==> src/rtl/uart_pkg.sv <==
// ---------------------------------------------------------------------------
// uart_pkg
// Shared constants and helpers for the UART receive/transmit buffering blocks.
//   C_DATAWIDTH / C_DEPTH / C_CNTWIDTH : default byte width, FIFO depth and
//                                        statistics counter width
//   ptr_width()                        : pointer width for a given FIFO depth
//   sat_inc()                          : saturating +1 for counters up to 32 bits
//   fifo_evt_t                         : per-cycle FIFO event summary
// ---------------------------------------------------------------------------
package uart_pkg;

  localparam int unsigned C_DATAWIDTH = 8;
  localparam int unsigned C_DEPTH     = 16;
  localparam int unsigned C_CNTWIDTH  = 16;

  // Depth is a power of two >= 2, so $clog2 gives an exact wrap-around pointer.
  function automatic int unsigned ptr_width(input int unsigned depth);
    return (depth > 1) ? $clog2(depth) : 1;
  endfunction

  localparam int unsigned C_PTRWIDTH = ptr_width(C_DEPTH);

  // Counter value is carried in 32 bits; callers truncate back to their width.
  // The counter holds at all-ones for its own width instead of wrapping.
  function automatic logic [31:0] sat_inc(input logic [31:0] value,
                                          input int unsigned width);
    logic [31:0] max_val;
    max_val = (width >= 32) ? 32'hFFFF_FFFF : ((32'd1 << width) - 32'd1);
    return (value >= max_val) ? max_val : value + 32'd1;
  endfunction

  typedef struct packed {
    logic push;     // byte offered by the receiver
    logic pop;      // consumer handshake completed
    logic drop;     // byte offered while full and not popping
  } fifo_evt_t;

endpackage

==> src/rtl/uart_sync_fifo.sv <==
// ---------------------------------------------------------------------------
// uart_sync_fifo
// Generic single-clock circular FIFO with first-word fall-through read.
// Ports:
//   clk, rst      : clock, synchronous active-high reset
//   push, wr_data : write request and data; accepted when not full or when a
//                   pop happens in the same cycle
//   pop           : read request; ignored while empty
//   rd_data       : entry at the read pointer (combinational from rd_ptr)
//   level         : number of stored entries (registered)
//   full, empty   : decoded from level
//   push_refused  : push requested but not accepted this cycle
// ---------------------------------------------------------------------------
module uart_sync_fifo
  import uart_pkg::*;
#(
  parameter int unsigned G_DATAWIDTH = C_DATAWIDTH,
  parameter int unsigned G_DEPTH     = C_DEPTH
) (
  input  logic                       clk,
  input  logic                       rst,
  input  logic                       push,
  input  logic [G_DATAWIDTH-1:0]     wr_data,
  input  logic                       pop,
  output logic [G_DATAWIDTH-1:0]     rd_data,
  output logic [$clog2(G_DEPTH):0]   level,
  output logic                       full,
  output logic                       empty,
  output logic                       push_refused
);

  localparam int unsigned C_PW = ptr_width(G_DEPTH);
  localparam int unsigned C_LW = $clog2(G_DEPTH) + 1;

  logic [G_DATAWIDTH-1:0] mem [G_DEPTH];
  logic [C_PW-1:0]        wr_ptr;
  logic [C_PW-1:0]        rd_ptr;
  logic [C_LW-1:0]        level_q;
  logic                   wr_en;
  logic                   rd_en;

  assign empty = (level_q == '0);
  assign full  = (level_q == C_LW'(G_DEPTH));

  // A pop frees the slot the push needs, so full+pop still accepts the push.
  assign rd_en        = pop && !empty;
  assign wr_en        = push && (!full || rd_en);
  assign push_refused = push && !wr_en;

  // Storage is deliberately not reset; pointers define what is valid.
  always_ff @(posedge clk) begin
    if (wr_en && !rst) begin
      mem[wr_ptr] <= wr_data;
    end
  end

  always_ff @(posedge clk) begin
    if (rst) begin
      wr_ptr  <= '0;
      rd_ptr  <= '0;
      level_q <= '0;
    end else begin
      if (wr_en) begin
        wr_ptr <= wr_ptr + C_PW'(1);
      end
      if (rd_en) begin
        rd_ptr <= rd_ptr + C_PW'(1);
      end
      case ({wr_en, rd_en})
        2'b10:   level_q <= level_q + C_LW'(1);
        2'b01:   level_q <= level_q - C_LW'(1);
        default: level_q <= level_q;
      endcase
    end
  end

  // When empty this still shows the last entry read; consumers ignore it.
  assign rd_data = mem[rd_ptr];
  assign level   = level_q;

endmodule

==> src/rtl/uart_rx_fifo.sv <==
// ---------------------------------------------------------------------------
// uart_rx_fifo
// Receive-side buffer behind the UART receiver: buffers received bytes in a
// FIFO presented as a valid/ready stream, and keeps receiver error statistics.
// Ports:
//   clk, rst                    : clock, synchronous active-high reset
//   uart_rxdata, uart_rxvalid   : byte strobe from the receiver
//   overrun_error, frame_error  : one-cycle error pulses from the receiver
//   m_tdata, m_tvalid, m_tready : output stream (pop on m_tvalid && m_tready)
//   level, full, empty          : FIFO occupancy
//   drop_error                  : sticky, a byte was lost to a full FIFO
//   clr_stats                   : clears drop_error and both error counters
//   frame_err_cnt               : saturating count of frame_error pulses
//   overrun_err_cnt             : saturating count of overrun_error pulses
// ---------------------------------------------------------------------------
module uart_rx_fifo
  import uart_pkg::*;
#(
  parameter int unsigned G_DATAWIDTH = C_DATAWIDTH,
  parameter int unsigned G_DEPTH     = C_DEPTH,
  parameter int unsigned G_CNTWIDTH  = C_CNTWIDTH
) (
  input  logic                       clk,
  input  logic                       rst,
  input  logic [G_DATAWIDTH-1:0]     uart_rxdata,
  input  logic                       uart_rxvalid,
  input  logic                       overrun_error,
  input  logic                       frame_error,
  output logic [G_DATAWIDTH-1:0]     m_tdata,
  output logic                       m_tvalid,
  input  logic                       m_tready,
  output logic [$clog2(G_DEPTH):0]   level,
  output logic                       full,
  output logic                       empty,
  output logic                       drop_error,
  input  logic                       clr_stats,
  output logic [G_CNTWIDTH-1:0]      frame_err_cnt,
  output logic [G_CNTWIDTH-1:0]      overrun_err_cnt
);

  fifo_evt_t evt;
  logic      fifo_empty;
  logic      fifo_full;
  logic      push_refused;

  // m_tvalid comes from registered level, so a stray m_tready never pops.
  assign evt.push = uart_rxvalid;
  assign evt.pop  = m_tvalid && m_tready;
  assign evt.drop = push_refused;

  uart_sync_fifo #(
    .G_DATAWIDTH (G_DATAWIDTH),
    .G_DEPTH     (G_DEPTH)
  ) u_fifo (
    .clk          (clk),
    .rst          (rst),
    .push         (evt.push),
    .wr_data      (uart_rxdata),
    .pop          (evt.pop),
    .rd_data      (m_tdata),
    .level        (level),
    .full         (fifo_full),
    .empty        (fifo_empty),
    .push_refused (push_refused)
  );

  assign m_tvalid = !fifo_empty;
  assign empty    = fifo_empty;
  assign full     = fifo_full;

  // Clear first, then apply this cycle's event, so a coinciding event
  // survives the clear.
  always_ff @(posedge clk) begin
    if (rst) begin
      drop_error <= 1'b0;
    end else if (clr_stats) begin
      drop_error <= evt.drop;
    end else if (evt.drop) begin
      drop_error <= 1'b1;
    end
  end

  always_ff @(posedge clk) begin
    if (rst) begin
      frame_err_cnt <= '0;
    end else if (clr_stats) begin
      frame_err_cnt <= frame_error ? G_CNTWIDTH'(1) : '0;
    end else if (frame_error) begin
      frame_err_cnt <= G_CNTWIDTH'(sat_inc(32'(frame_err_cnt), G_CNTWIDTH));
    end
  end

  always_ff @(posedge clk) begin
    if (rst) begin
      overrun_err_cnt <= '0;
    end else if (clr_stats) begin
      overrun_err_cnt <= overrun_error ? G_CNTWIDTH'(1) : '0;
    end else if (overrun_error) begin
      overrun_err_cnt <= G_CNTWIDTH'(sat_inc(32'(overrun_err_cnt), G_CNTWIDTH));
    end
  end

endmodule

==> config.mk <==
export PLATFORM = sky130hd
export DESIGN_NAME = uart_rx_fifo
export DESIGN_NICKNAME = d
export VERILOG_FILES = /design/src/rtl/uart_pkg.sv /design/src/rtl/uart_sync_fifo.sv /design/src/rtl/uart_rx_fifo.sv
export SDC_FILE = /design/constraint.sdc
export NUM_CORES = 1
export LEC_CHECK = 0
export BUFFER_PORTS_ARGS = -buffer_cell sky130_fd_sc_hd__buf_2
export CORE_ASPECT_RATIO = 0.5
export CORE_MARGIN = 3
export CORE_UTILIZATION = 50
export CTS_CLUSTER_DIAMETER = 50
export CTS_CLUSTER_SIZE = 20
export DETAILED_ROUTE_END_ITERATION = 8
export GPL_TIMING_DRIVEN = 0
export MAX_ROUTING_LAYER = met4
export PLACE_DENSITY = 0.69
export SETUP_SLACK_MARGIN = 0.5
export SYNTH_ARGS = -nofsm -noshare
export SYNTH_HDL_FRONTEND = slang
export SYNTH_SLANG_ARGS = --single-unit
export TNS_END_PERCENT = 20
==> constraint.sdc <==
create_clock -name clk -period 2.7 [get_ports clk]
set_clock_uncertainty 0.1 [all_clocks]
set_input_delay 0.135 -clock clk [delete_from_list [all_inputs] [get_ports clk]]
set_output_delay 0.135 -clock clk [all_outputs]
set_load 0.1 [all_outputs]
==> results of run 1 <==
## area by class of cell
type	instances	share of cell area, %
Multi-Input combinational cell	314	29.3
Buffer	23	1.96
Inverter	19	0.837
Clock inverter	12	1.36
Tap cell	192	2.59
Sequential cell	178	52.7
Clock buffer	19	4.67
Timing Repair Buffer	79	6.62
## placed cells by master (no fill, tap or decap), drive strengths merged, types with 3 or more instances in the layout
cell type,instances
mux4,32
nand4,11
o211ai,3
nand2b,3
nor3,23
ha,10
or3,3
clkinvlp,5
edfxtp,128
nand3,19
o21ai,19
dfxtp,50
a22oi,16
and4,4
a211oi,6
buf,76
xor2,3
a21oi,11
nor2,44
inv,23
dlygate4sd3,8
mux2i,6
nor4,8
o21a,3
clkbuf,37
a31oi,17
nor2b,11
nand2,27
and3,8
## sequential cells by signal (all words and copies together) (netlist names), named ones only
name,flops
drop_error,1
frame_err_cnt,16
overrun_err_cnt,16
u_fifo.level,5
u_fifo.mem,128
u_fifo.rd_ptr,4
u_fifo.wr_ptr,4
## Yosys cell counts, drive strengths merged, types with 16 or more instances
cell type  instances
o21ai             19
nor3              23
mux4              32
nand3             19
edfxtp           128
nand2             27
dfxtp             50
clkbuf            17
a22oi             16
inv               19
nor2              44
a31oi             17
## per-layer routing
| metal | vias to the layer above | part of all wire [%] | global-route usage, % |
|---|---|---|---|
| met4 | 0 | 1.2 | 6.04 |
| met1 | 2462 | 46 | 29.8 |
| met5 | - | 0 | - |
| li1 | 2289 | - | - |
| met3 | 16 | 6.2 | 5.28 |
| met2 | 167 | 47 | 31.6 |
## report_power, final
part / internal, mW / switching (mW) / leakage, nW
Sequential: 3.02 / 0.0854 / 1.57
Clock: 1.29 / 1.09 / 0.261
Combinational: 1.22 / 1.86 / 1.34
Total: 5.54 / 3.04 / 3.17
## timing repair
item | 4_1_cts | 5_1_grt
hold buffers | 8 | 0
gates cloned | 1 | 1
pin swaps | 15 | 4
endpoints found under the hold margin | 128 | 0
buffers inserted | 7 | 0
gates resized for setup | 79 | 15
setup endpoints to repair | 132 | 143
## worst max-delay path: stages (launching register included)
cell and delay, ps:
dfxtp_4 340, or4_4 530, buf_8 140, o21ai_4 160
inv_4 90, ha_4 270, nand2b_1 60, a21oi_2 200
mux2i_1 210, nand4_1 120
## final timing paths
| kind | start | to | slack [ps] | cells past startpoint |
|---|---|---|---|---|
| min | clr_stats | overrun_err_cnt[0] | 40 | 3 |
| max reg2reg | u_fifo.level[2] | u_fifo.level[4] | 330 | 9 |
| min reg2reg | drop_error | drop_error | 380 | 2 |
| max | u_fifo.level[2] | u_fifo.level[4] | 330 | 9 |
## cell families after synthesis
family / count (synthesis) / synth area share, %
muxes: 40 / 10.7
and+or+nand+nor: 170 / 11.8
buffers and inverters: 42 / 2.26
xor gates and xnor gates: 5 / 0.583
adders and majority gates: 11 / 1.93
DFF: 178 / 64.5
AOI/OAI and AO/OA: 88 / 8.31
==> out/qor.txt, run 1 <==
status = completed
Data arrival, critical path = 2560 ps
port bufs = 62
area leader, netlist = edfxtp_1
Post-synth EDFFs = 128
Vias/cell = 5.90
placed inst area = 0.00816 mm²
fraction of layout cells with a size suffix above 1 = 33.7%
final setup TNS = 0 ps
Syn. warnings = 0
Hold WS = 35.2 ps
LEAKAGE = 3.17 nW
Initial Util = 53.2%
fin nets = 658
Multi-input gate area = 0.00271 mm²
GRT Total Usage = 21.4%
maxcap violations = 0
syn nets = 560
top post-synthesis cells by area = edfxtp_1 51%, dfxtp_1 13%, mux4_2 9.6%, nor2_1 2.2%, ha_1 1.7%
Final Hold Viols = 0
worst-path maximum fanout = 5
Design Power = 8.57 mW
CTS H-Tree Depth = 4
post-synth top area share = 51.1%
CP endpoint kind = flop
Hold WC Path Type = input port to flop
Worst-Skew Late Latency = 430 ps
Synth Area per Inst = 14.1 µm²
Die Ht = 92.7 µm
largest net degree at the start of global routing = 17
Seq cells post-synth = 178
die footprint = 0.0166 mm²
critical path required time = 2900 ps
CP startpoint kind = flop
Tcrit/Tclk final = 87.7%
clock root cell = clkbuf_16
initial DRC count = 393
vias = 4934
Fmax = 0.422 GHz
Antenna Cells = 0
fill count = 1039
top_reg_cell synth = edfxtp_1
num ports = 64
cells after synthesis = 534
wire per inst = 19.8 µm
Final WS setup = 332 ps
GRT overflow = 0
num rows = 30
ys async rst share = 0%
CTS tree = done
dpl ws = 151 ps
Slew @ Worst Pin = 992 ps
Slew headroom = 33.6%
Seq/Total Area, Yosys = 64.5%
crit path kind = flop to flop
Area Growth Syn to Fin = 23.3%
DRC violations left = 0
fin crit period = 2370 ps
Die Wd = 179 µm
# clock sinks = 178
pwr/cell area = 925 mW/mm²
synthesized cell area = 0.00751 mm²
core area = 0.0141 mm²
register area = 0.00488 mm²
Num CTS Buffers = 17
1st-pass router iterations = 5
Slew Limit Fails = 0
antenna viol nets, final = 0
DRT Wirelength = 16500 µm
initial antenna violation count = 0
clock slew at reported path FFs = 60 ps
global-route wire length before repair = 25900 µm
vias in the first global route = 4777
placed cell count = 788
RSZ-0062 raised after global routing = yes
DP HPWL = 10700 µm
design area = 0.00926 mm²
final cell utilization of the core = 65.6%
Final Non-Filler Cells = 836
Final setup viols = 0
worst vdd ir = 806 µV
GP Congestion = 0.864
synth unique cells = 59
Clock Tree Buf Depth = 2
Note: power is estimated with default switching activity, not from simulation.
==> run 2, diff against run 1 <==
--- a/config.mk
+++ b/config.mk
@@ -5,6 +5,7 @@
 export SDC_FILE = /design/constraint.sdc
 export NUM_CORES = 1
 export LEC_CHECK = 0
+export ABC_AREA = 1
 export BUFFER_PORTS_ARGS = -buffer_cell sky130_fd_sc_hd__buf_2
 export CORE_ASPECT_RATIO = 0.5
 export CORE_MARGIN = 3
@@ -14,7 +15,7 @@
 export DETAILED_ROUTE_END_ITERATION = 8
 export GPL_TIMING_DRIVEN = 0
 export MAX_ROUTING_LAYER = met4
-export PLACE_DENSITY = 0.69
+export PLACE_DENSITY = 0.68
 export SETUP_SLACK_MARGIN = 0.5
 export SYNTH_ARGS = -nofsm -noshare
 export SYNTH_HDL_FRONTEND = slang
==> run 2 against run 1 <==
Compared with the run above:
- core utilization down 2.9 points
- synthesized area up 7.7%
- routed wire length up 25%
- critical path depth down 2
- flip-flop and latch count unchanged
- setup slack better by 110 ps
- critical endpoint is now m_tdata[5]
- largest power group unchanged
- highest routed layer unchanged
==> out/qor.txt, run 2 <==
Worst-Skew Late Latency = 440 ps (was 430 ps)
placed cell count = 1131 (was 788)
GP Congestion = 0.946 (was 0.864)
Area Growth Syn to Fin = 21.0% (was 23.3%)
list of most frequent post-synthesis cells = 165 x nor2_1, 142 x nand2_1, 128 x edfxtp_1, 88 x o21ai_0, 63 x nand3_1 (was 128 x edfxtp_1, 50 x dfxtp_1, 44 x nor2_1, 32 x mux4_2, 27 x nand2_1)
placed inst area = 0.00876 mm² (was 0.00816 mm²)
antenna viol nets, final = 0 (unchanged)
vias in the first global route = 5951 (was 4777)
Post-synth EDFFs = 128 (unchanged)
initial antenna violation count = 0 (unchanged)
wire per inst = 17.6 µm (was 19.8 µm)
leading registers by flop count = u_fifo.mem (128), frame_err_cnt (16), overrun_err_cnt (16) (unchanged)
largest net degree at the start of global routing = 19 (was 17)
Die Wd = 186 µm (was 179 µm)
Data arrival, critical path = 2020 ps (was 2560 ps)
fin nets = 983 (was 658)
initial DRC count = 595 (was 393)
Final setup viols = 0 (unchanged)
num ports = 64 (unchanged)
port bufs = 62 (unchanged)
clock root cell = clkbuf_16 (unchanged)
RSZ-0062 raised after global routing = yes (unchanged)
Clock Tree Buf Depth = 2 (unchanged)
top_reg_cell synth = edfxtp_1 (unchanged)
GRT Total Usage = 24.9% (was 21.4%)
fill count = 1282 (was 1039)
DP HPWL = 14000 µm (was 10700 µm)
Synth Area per Inst = 9.36 µm² (was 14.1 µm²)
die footprint = 0.0178 mm² (was 0.0166 mm²)
maxcap violations = 0 (unchanged)
global-route wire length before repair = 32400 µm (was 25900 µm)
CP startpoint kind = flop (unchanged)
CP endpoint kind = primary output (was flop)
DRC violations left = 0 (unchanged)
most frequent cell after synthesis = nor2_1 (was edfxtp_1)
Hold WC Path Type = input port to flop (unchanged)
DRT Wirelength = 20700 µm (was 16500 µm)
crit path kind = flop to primary output (was flop to flop)
# clock sinks = 178 (unchanged)
Seq/Total Area, Yosys = 59.9% (was 64.5%)
ys async rst share = 0% (unchanged)
syn nets = 891 (was 560)
LEAKAGE = 3.64 nW (was 3.17 nW)
Antenna Cells = 0 (unchanged)
fraction of layout cells with a size suffix above 1 = 21.0% (was 33.7%)
Initial Util = 51.8% (was 53.2%)
Design Power = 8.23 mW (was 8.57 mW)
Tcrit/Tclk final = 83.7% (was 87.7%)
status = completed (unchanged)
fin crit period = 2260 ps (was 2370 ps)
area leader, netlist = edfxtp_1 (unchanged)
pwr/cell area = 841 mW/mm² (was 925 mW/mm²)
final cell utilization of the core = 62.7% (was 65.6%)
clock slew at reported path FFs = 60 ps (about the same)
Slew headroom = 36.2% (was 33.6%)
final setup TNS = 0 ps (unchanged)
worst-path maximum fanout = 10 (was 5)
Vias/cell = 5.49 (was 5.90)
design area = 0.00979 mm² (was 0.00926 mm²)
Slew @ Worst Pin = 954 ps (was 992 ps)
Syn. warnings = 0 (unchanged)
Num CTS Buffers = 17 (unchanged)
top post-synthesis cells by area = edfxtp_1 47%, dfxtp_1 12%, nor2_1 7.7%, nand2_1 6.6%, o21ai_0 5.4% (was edfxtp_1 51%, dfxtp_1 13%, mux4_2 9.6%, nor2_1 2.2%, ha_1 1.7%)
cells after synthesis = 865 (was 534)
vias = 6444 (was 4934)
1st-pass router iterations = 5 (unchanged)
worst vdd ir = 509 µV (was 806 µV)
core area = 0.0156 mm² (was 0.0141 mm²)
Die Ht = 96.0 µm (was 92.7 µm)
synth unique cells = 31 (was 59)
CTS tree = done (unchanged)
Final Hold Viols = 0 (unchanged)
post-synth top area share = 47.5% (was 51.1%)
most common cell after layout, fill and taps aside = nor2_1 (was edfxtp_1)
Seq cells post-synth = 178 (unchanged)
CTS H-Tree Depth = 4 (unchanged)
critical path required time = 2470 ps (was 2900 ps)
num rows = 32 (was 30)
Biggest register = u_fifo.mem (unchanged)
synthesized cell area = 0.00809 mm² (was 0.00751 mm²)
most frequent cells in the layout = 152 x nor2_1, 134 x nand2_1, 128 x edfxtp_1, 63 x nand3_1 (was 128 x edfxtp_1, 54 x buf_2, 32 x mux4_2, 30 x nor2_1, 29 x dfxtp_1)
GRT overflow = 0 (unchanged)
Fmax = 0.443 GHz (was 0.422 GHz)
Slew Limit Fails = 0 (unchanged)
max reg flops = 128 (unchanged)
Final Non-Filler Cells = 1174 (was 836)
[run 2: cell count changes in the layout (fill, tap and decap cells not counted), sizes merged, moves of 29 or more]
| cell | delta |
|---|---|
| inv | +49 |
| mux4 | -32 |
| o21ai | +72 |
| nand2 | +122 |
| o211ai | +29 |
| nand3 | +46 |
| nor2 | +126 |
| a21oi | +31 |
[run 2: stage by stage]
stage               setup WS, ps  hold slack, ps
finish                       441            9.17
global route                 400            12.0
CTS                          459            4.08
detailed placement           395             373
global placement             420             363
floorplan                    405             134
[run 2: path summary, 6_finish.rpt]
kind	startpoint	to	slack, ps	depth (start not counted)
max	flop	m_tdata[5]	440	7
max reg2reg	u_fifo.level[1]	u_fifo.mem[10][1]	540	6
min	m_tready	drop_error	9	4
min reg2reg	u_fifo.rd_ptr[2]	u_fifo.rd_ptr[2]	390	1
[run 2: logic make-up after synthesis]
group | count (synthesis) | share of synthesized area [%]
fa+ha+maj | 11 | 1.79
compound gates | 168 | 11.6
buf+inv | 102 | 5.33
xor+xnor | 14 | 1.51
simple gates | 392 | 19.9
flops | 178 | 59.9
[run 2: final cells by class]
class / instances / area, µm² / share of cell area, %
buffer: 37 / 269 / 2.75
clock buffer: 17 / 425 / 4.34
clock inverter: 15 / 144 / 1.47
inverter: 65 / 262 / 2.67
multi-input combinational: 585 / 3020 / 30.8
sequential: 178 / 4870 / 49.8
tap: 204 / 255 / 2.61
timing repair buffer: 72 / 536 / 5.47
timing repair inverter: 1 / 8.76 / 0.0894
[run 2: worst max-delay path: stages (launching register included)]
cell,delay [ps]
dfxtp_4,370
buf_12,150
clkbuf_2,230
o21ai_1,310
o211ai_1,150
nand3_1,120
nand2_2,80
buf_12,170
[run 2: what timing repair did]
| action | CTS | global route |
|---|---|---|
| gates resized for setup | 75 | 76 |
| hold endpoints to repair | 12 | 0 |
| pin swaps | 7 | 22 |
| setup endpoints to repair | 8 | 82 |
| buffers inserted | 2 | 0 |
| hold buffers | 5 | 0 |
| gates cloned | 2 | 2 |
[run 2: report_power, final]
part           total, mW  internal, mW  switching, mW
clock network       2.37          1.22           1.15
registers           3.09          3.01         0.0803
logic               2.77         0.833           1.93
[run 2: routing by layer]
| layer | global-route usage [%] | vias to the layer above | routed length, µm |
|---|---|---|---|
| li1 | - | 3144 | - |
| met1 | 34.7 | 3022 | 9520 |
| met2 | 36.4 | 252 | 9160 |
| met3 | 6.15 | 26 | 1640 |
| met4 | 7.18 | 0 | 340 |
| met5 | - | - | 0 |
